===== src/rtl/decrypt_block_framer.sv =====
// ============================================================================
// Module  : decrypt_block_framer
// Purpose : Packs ciphertext bytes into 128-bit blocks for a combinational
//           decrypt core, waits for it to settle, then holds the plaintext.
// Rev     : 1.0
// ============================================================================
`default_nettype none

module decrypt_block_framer #(
   parameter int SETTLE_CYCLES = 2
) (
   input  logic          clk,
   input  logic          rst,
   input  logic [127:0]  key_in,
   input  logic          key_load,
   input  logic [7:0]    in_data,
   input  logic          in_valid,
   output logic          in_ready,
   input  logic          flush,
   output logic [127:0]  core_key,
   output logic [127:0]  core_cipher,
   input  logic [127:0]  core_plain,
   output logic [127:0]  out_data,
   output logic          out_valid,
   input  logic          out_ready,
   output logic          busy
);

   localparam logic [1:0] c_fill   = 2'd0;
   localparam logic [1:0] c_settle = 2'd1;
   localparam logic [1:0] c_hold   = 2'd2;

   localparam logic [3:0] c_settle_last = 4'(SETTLE_CYCLES - 1);

   logic [1:0] r_state;
   logic [3:0] r_byte_cnt;
   logic [3:0] r_settle_cnt;

   always_ff @(posedge clk) begin
      if (rst) begin
         r_state      <= c_fill;
         r_byte_cnt   <= 4'd0;
         r_settle_cnt <= 4'd0;
         core_key     <= 128'd0;
         core_cipher  <= 128'd0;
         out_data     <= 128'd0;
      end else begin
         case (r_state)
            c_fill: begin
               // Key is only swappable on a block boundary.
               if (key_load && (r_byte_cnt == 4'd0)) begin
                  core_key <= key_in;
               end
               if (flush) begin
                  r_byte_cnt  <= 4'd0;
                  core_cipher <= 128'd0;
               end else if (in_valid) begin
                  core_cipher <= {core_cipher[119:0], in_data};
                  r_byte_cnt  <= r_byte_cnt + 4'd1;
                  if (r_byte_cnt == 4'd15) begin
                     r_state      <= c_settle;
                     r_settle_cnt <= 4'd0;
                  end
               end
            end
            c_settle: begin
               r_settle_cnt <= r_settle_cnt + 4'd1;
               if (r_settle_cnt == c_settle_last) begin
                  out_data <= core_plain;
                  r_state  <= c_hold;
               end
            end
            c_hold: begin
               if (out_ready) begin
                  r_state <= c_fill;
               end
            end
            default: begin
               r_state <= c_fill;
            end
         endcase
      end
   end

   always_comb begin
      in_ready  = (r_state == c_fill);
      out_valid = (r_state == c_hold);
      busy      = (r_state != c_fill) || (r_byte_cnt != 4'd0);
   end

endmodule

`default_nettype wire


===== config.mk =====
export PLATFORM = sky130hd
export DESIGN_NAME = decrypt_block_framer
export DESIGN_NICKNAME = d
export VERILOG_FILES = /design/src/rtl/decrypt_block_framer.sv
export SDC_FILE = /design/constraint.sdc
export NUM_CORES = 1
export LEC_CHECK = 0
export ABC_AREA = 1
export BUFFER_PORTS_ARGS = -buffer_cell sky130_fd_sc_hd__buf_2
export CORE_AREA = 2 2 254 256
export DETAILED_ROUTE_END_ITERATION = 8
export DIE_AREA = 0 0 256 258
export MAX_ROUTING_LAYER = met4
export PLACE_DENSITY_LB_ADDON = 0.1
export SYNTH_ARGS = -nofsm -noshare
export SYNTH_HDL_FRONTEND = slang
export SYNTH_SLANG_ARGS = --single-unit

===== constraint.sdc =====
create_clock -name clk -period 1.3 [get_ports clk]
set_input_delay 0.26 -clock clk [delete_from_list [all_inputs] [get_ports clk]]
set_output_delay 0.26 -clock clk [all_outputs]
set_load 0.005 [all_outputs]

# [Word-level counts from Yosys, hierarchy flattened]
# Index checks and enable logic that the tools add are counted.
[word_totals] word_cells=44 in_bits=270 register_bits=394 out_inout_bits=387
[classes] muxes=14 add_sub_neg=2 n_eq_ne=9 reduce_logical=13
[ops] op="$mux W128" count=2
[ops] op="$mux W4" count=5
[ops] op="$mux W2" count=5
[ops] op="$add A4 B1 Y4 const B" count=2
[ops] op="$pmux W4 S2" count=1
[ops] op="$ne A2 B2 Y1 const B" count=3
[ops] op="$pmux W2 S3" count=1
[ops] op="$reduce_and A2 Y1" count=3
[ops] op="$reduce_bool A2 Y1" count=3
[ops] op="$reduce_and A5 Y1" count=1
[ops] op="$eq A4 B1 Y1 const B" count=1
[ops] op="$eq A4 B4 Y1 const B" count=1
[ops] op="$logic_not A4 Y1" count=1
[ops] op="$ne A2 B1 Y1 const B" count=2
[ops] op="$reduce_and A4 Y1" count=1
[ops] op="$reduce_bool A4 Y1" count=1
[ops] op="$eq A2 B1 Y1 const B" count=1
[ops] op="$eq A2 B2 Y1 const B" count=1
[ops] op="$logic_not A2 Y1" count=1
[ops] op="$logic_and A1 B1 Y1" count=1
[ops] op="$logic_or A1 B1 Y1" count=1

# [Depth between registers and ports, before layout]
[logic_depth] word_depth=5 depth_mapped=9 ltp_nobuf=7

# [Worst setup path after synthesis]
# No wires, ideal clock.
[synth_path] path_type="register -> register" startpoint="register r_byte_cnt[0]" endpoint="register core_key[77]" t_required_ps=1187 setup_ps=113 path_buffers=2 path_stages_with_launch=9 t_arrival_ps=1201 slack_ps=-15 period_less_slack_ps=1315 cell_sequence="dfxtp_1 inv_1 ha_1 nand4_1 buf_2 buf_2 nand2_1 nand2_1 nor2_1"
[synth_via] elab_chain_cells=3
[synth_rtl] item="start, declared" line="36" text="logic [3:0] r_byte_cnt;"
[synth_rtl] item="start signal, assigned" line="59" text="r_byte_cnt <= r_byte_cnt + 4'd1;"
[synth_rtl] item="$logic_not A4 Y1" line="51" text="if (key_load && (r_byte_cnt == 4'd0)) begin"
[synth_rtl] item="$logic_and A1 B1 Y1" line="51"
[synth_rtl] item="$reduce_and A2 Y1 (no line)"
[synth_rtl] item="end signal, assigned" line="52" text="core_key <= key_in;"
[synth_rtl] item="end, declared" line="20" text="output logic [127:0] core_key,"
# Every way passes these cells.
# A chain may end at the register's enable or synchronous reset.

# [Worst setup path in the final report]
[layout_path] startpoint="register r_state[1]" endpoint="register core_key[27]"
[layout_via] elab_chain_cells=2
[layout_rtl] item="start, declared" line="35" text="logic [1:0] r_state;"
[layout_rtl] item="start signal, assigned" line="41" text="r_state <= c_fill;"
[layout_rtl] item="start signal, assigned" line="61" text="r_state <= c_settle;"
[layout_rtl] item="start signal, assigned" line="70" text="r_state <= c_hold;"
[layout_rtl] item="$logic_not A2 Y1" line="48" text="case (r_state)"
[layout_rtl] item="$reduce_and A2 Y1 (no line)"
# Every way passes these cells.

==> flow_metrics.env <==
export IMPL_row_count=93
export IMPL_cells_after_synth=2124
export IMPL_cp_max_delay_cell="sky130_fd_sc_hd__dfxtp_4"
export IMPL_fillers=6584
export IMPL_edff_count_synth=0
export IMPL_die_area_um2=66000
export IMPL_synth_yosys_seq_area_share=0.529
export IMPL_failed_checks="negative setup slack"
export IMPL_route_vias_total=16941
export IMPL_rsz0062_at_grt="true"
export IMPL_grt_max_degree=83
export IMPL_clock_pin_slew_worst_setup_and_hold_paths_ns=0.06
export IMPL_total_cts_buffers=48
export IMPL_yosysMostFrequentCell="sky130_fd_sc_hd__nor2_1"
export IMPL_route_antenna_remaining_nets=0
export IMPL_start_util=0.234
export IMPL_syn_area_per_cell_um2=7.02
export IMPL_skew_ns=0.0162
export IMPL_iteration_0_drc_count_of_the_detailed_router=727
export IMPL_fin_setup_tns_ns=-98.83
export IMPL_critPathMaxStageDelay_ns=0.36
export IMPL_finalHoldViolCount=0
export IMPL_synth_flop_cell="sky130_fd_sc_hd__dfxtp_1"
export IMPL_synth_area_in_adders=0.00335
export IMPL_port_buffer_count=656
export IMPL_worst_endpoint_required_ns=1.77
export IMPL_grt_use_total=0.183
export IMPL_maxClockFrequency_mhz=595
export IMPL_fin_crit_ns=1.68
export IMPL_number_of_setup_violations_in_the_final_report=531
export IMPL_worstRegToRegCells=9
export IMPL_initial_antenna_violation_count=5
export IMPL_vdd_ir_drop_worst_mv=0.761
export IMPL_wire_length_of_the_first_global_routing_pass_mm=93.2
export IMPL_tightestPinTransition_ns=0.317
export IMPL_synth_area_leaders="sky130_fd_sc_hd__dfxtp_1, sky130_fd_sc_hd__nor2_1, sky130_fd_sc_hd__nand2_1"
export IMPL_hp_class="primary input to register"
export IMPL_firstDrtPassIters=5
export IMPL_synth_ff_latch_count=394
export IMPL_postSynth_asyncResetShare=0
export IMPL_cp_end_kind="register"
export IMPL_synth_top_cells_by_count="sky130_fd_sc_hd__nor2_1, sky130_fd_sc_hd__dfxtp_1, sky130_fd_sc_hd__nand2_1"
export IMPL_number_of_library_cell_types_mapped_by_synthesis=23
export IMPL_worstPathMaxFanout=5
export IMPL_cp_top_family="buffers and inverters"
export IMPL_synth_top_area_frac=0.529
export IMPL_max_transition_viols_final=0
export IMPL_criticalPathCategory="register to register"
export IMPL_io_pins=657
export IMPL_largest_family_of_logic_cells_by_synthesized_area="simple AND/OR/NAND/NOR gates"
export IMPL_coreArea_um2=63600
export IMPL_insertion_delay_ns=0.58
export IMPL_timing_critical_path_buf_inv=5
export IMPL_finalWorstSetupSlack_ns=-0.380
export IMPL_muxShareOfSynthArea=0
export IMPL_synth_xor_area_share=0
export IMPL_finalWirelength_mm=66.6
export IMPL_ctsHtreeMaxLevel=2
export IMPL_start_kind="register"
export IMPL_post_route_cells_drive_above_1_share=0.395
export IMPL_syn_num_nets=2398
export IMPL_max_cap_viol_count=0
export IMPL_timing_final_crit_share=1.29
export IMPL_die_h_um=258
export IMPL_vias_per_cell=4.18
export IMPL_synth_top_cell_by_area="sky130_fd_sc_hd__dfxtp_1"
export IMPL_drt_wirelength_per_cell_um=16.4
export IMPL_placement_setup_worst_slack_ns=-0.210
export IMPL_post_synth_instance_area_um2=14900
export IMPL_max_slew_margin=0.789
export IMPL_power_static_leakage_nw=13.3
export IMPL_drc=0
export IMPL_vias_in_the_first_global_route=16333
export IMPL_clock_tree_root_cell="sky130_fd_sc_hd__clkbuf_16"
export IMPL_tritoncts_clock_tree="done"
export IMPL_combined_area_of_the_multi_input_logic_cells_um2=7010
export IMPL_clock_tree_buffer_depth=3
export IMPL_area_sequential_um2=7930
export IMPL_areaGrowthSynthToFinish_pct=85.5
export IMPL_cts_num_sinks=394
export IMPL_grt_remaining_overflow=0
export IMPL_status="finished with violations"
export IMPL_critical_path_cell_count=9
export IMPL_yosys_warnings=0
export IMPL_synth_compound_gate_area_share=0.0905
export IMPL_hold_depth=5
export IMPL_fin_nets=3434
export IMPL_cellPowerDensity_nw_per_um2=1150
export IMPL_sum_of_net_half_perimeters_after_detailed_placement_mm=41.5
export IMPL_synth_simple_area_share=0.285
export IMPL_crit_arrival_ns=2.15
export IMPL_path_cells="nor2_4, buf_6, nand4_1, buf_6, buf_4, bufbuf_16, buf_4, nor2_1, nor2_1"
export IMPL_fp_dieW_um=256
export IMPL_gp_congestion=0.856
metal layers:
metal  track usage  wire (µm)
met5             -          0
met2         0.299      31500
met1         0.208      28100
met3        0.0513       4030
met4        0.0890       2910
worst reg2reg max path, stage by stage, from the launching register on:
cell	delay (ns)
sky130_fd_sc_hd__dfxtp_4	0.36
sky130_fd_sc_hd__nor2_4	0.14
sky130_fd_sc_hd__buf_6	0.12
sky130_fd_sc_hd__nand4_1	0.11
sky130_fd_sc_hd__buf_6	0.16
sky130_fd_sc_hd__buf_4	0.16
sky130_fd_sc_hd__bufbuf_16	0.27
sky130_fd_sc_hd__buf_4	0.13
sky130_fd_sc_hd__nor2_1	0.08
sky130_fd_sc_hd__nor2_1	0.04
sequential cells by signal, indices dropped and copies added, names as in the netlist:
| register | count |
|---|---|
| r_byte_cnt | 4 |
| core_key | 128 |
| r_settle_cnt | 4 |
| core_cipher | 128 |
| r_state | 2 |
| out_data | 128 |
logic make-up after synthesis:
group / count (synthesis)
DFF: 394
AOI/OAI and AO/OA: 269
buffers and inverters: 334
adders and majority gates: 4
and+or+nand+nor: 1123
power breakdown:
| group | total (mW) | switching, mW | internal, mW |
|---|---|---|---|
| registers | 12.9 | 0.319 | 12.6 |
| clock network | 13.4 | 5.34 | 8.07 |
| logic | 5.37 | 2.59 | 2.78 |
| total | 31.7 | 8.25 | 23.5 |
stage by stage:
stage          total power, mW  std cells  utilization  cell area, µm²  hold WS [ns]
5_1_grt                   33.3       4053        0.435           27700        0.0606
3_3_place_gp              16.4       3584        0.308           19600         0.452
6_report                  31.7       4053        0.435           27700        0.0497
3_5_place_dp              16.4       3584        0.308           19600         0.462
2_1_floorplan             14.7       2124            -           14900         0.395
4_1_cts                   31.9       4004        0.409           26000      0.000133
final timing paths:
check                        start                to  slack (ns)
setup / recovery        r_state[1]      core_key[27]       -0.38
hold / removal          in_data[7]    core_cipher[7]        0.05
setup reg to reg        r_state[1]      core_key[27]       -0.38
hold reg to reg   core_cipher[119]  core_cipher[119]        0.47
layout by cell type (no fill, tap or decap), drive strengths merged:
master       synthesis  routed
and3                 1       1
inv                201     202
diode                0       4
or2                  2       2
nand3               11      11
dfxtp              394     394
bufbuf               0       2
nand4                2       2
buf                 60     833
dlygate4sd3          0     257
bufinv               0       2
o21ai              252     252
ha                   4       4
nor2               767     767
nand2              340     341
clkbuf              72      97
a21oi               17      17
clkinv               1      10
repair_timing:
| action | in CTS | in global routing |
|---|---|---|
| endpoints found under the setup margin | 767 | 781 |
| cloned | 29 | 35 |
| setup buffers | 52 | 33 |
| pin swaps | 19 | 57 |
| hold buffers | 256 | 1 |
| gates resized for setup | 324 | 341 |
| hold endpoints to repair | 256 | 1 |
final cells by class:
cell class                      instances  share of cell area
Antenna cell                            4            0.000362
Clock inverter                         11             0.00420
Tap cell                              855              0.0387
Sequential cell                       394               0.287
Multi-Input combinational cell       1397               0.253
Timing Repair Buffer                 1116               0.335
Inverter                              202              0.0293
Timing Repair inverter                  1            0.000316
Clock buffer                           73              0.0527
(Power assumes the default switching activity.)
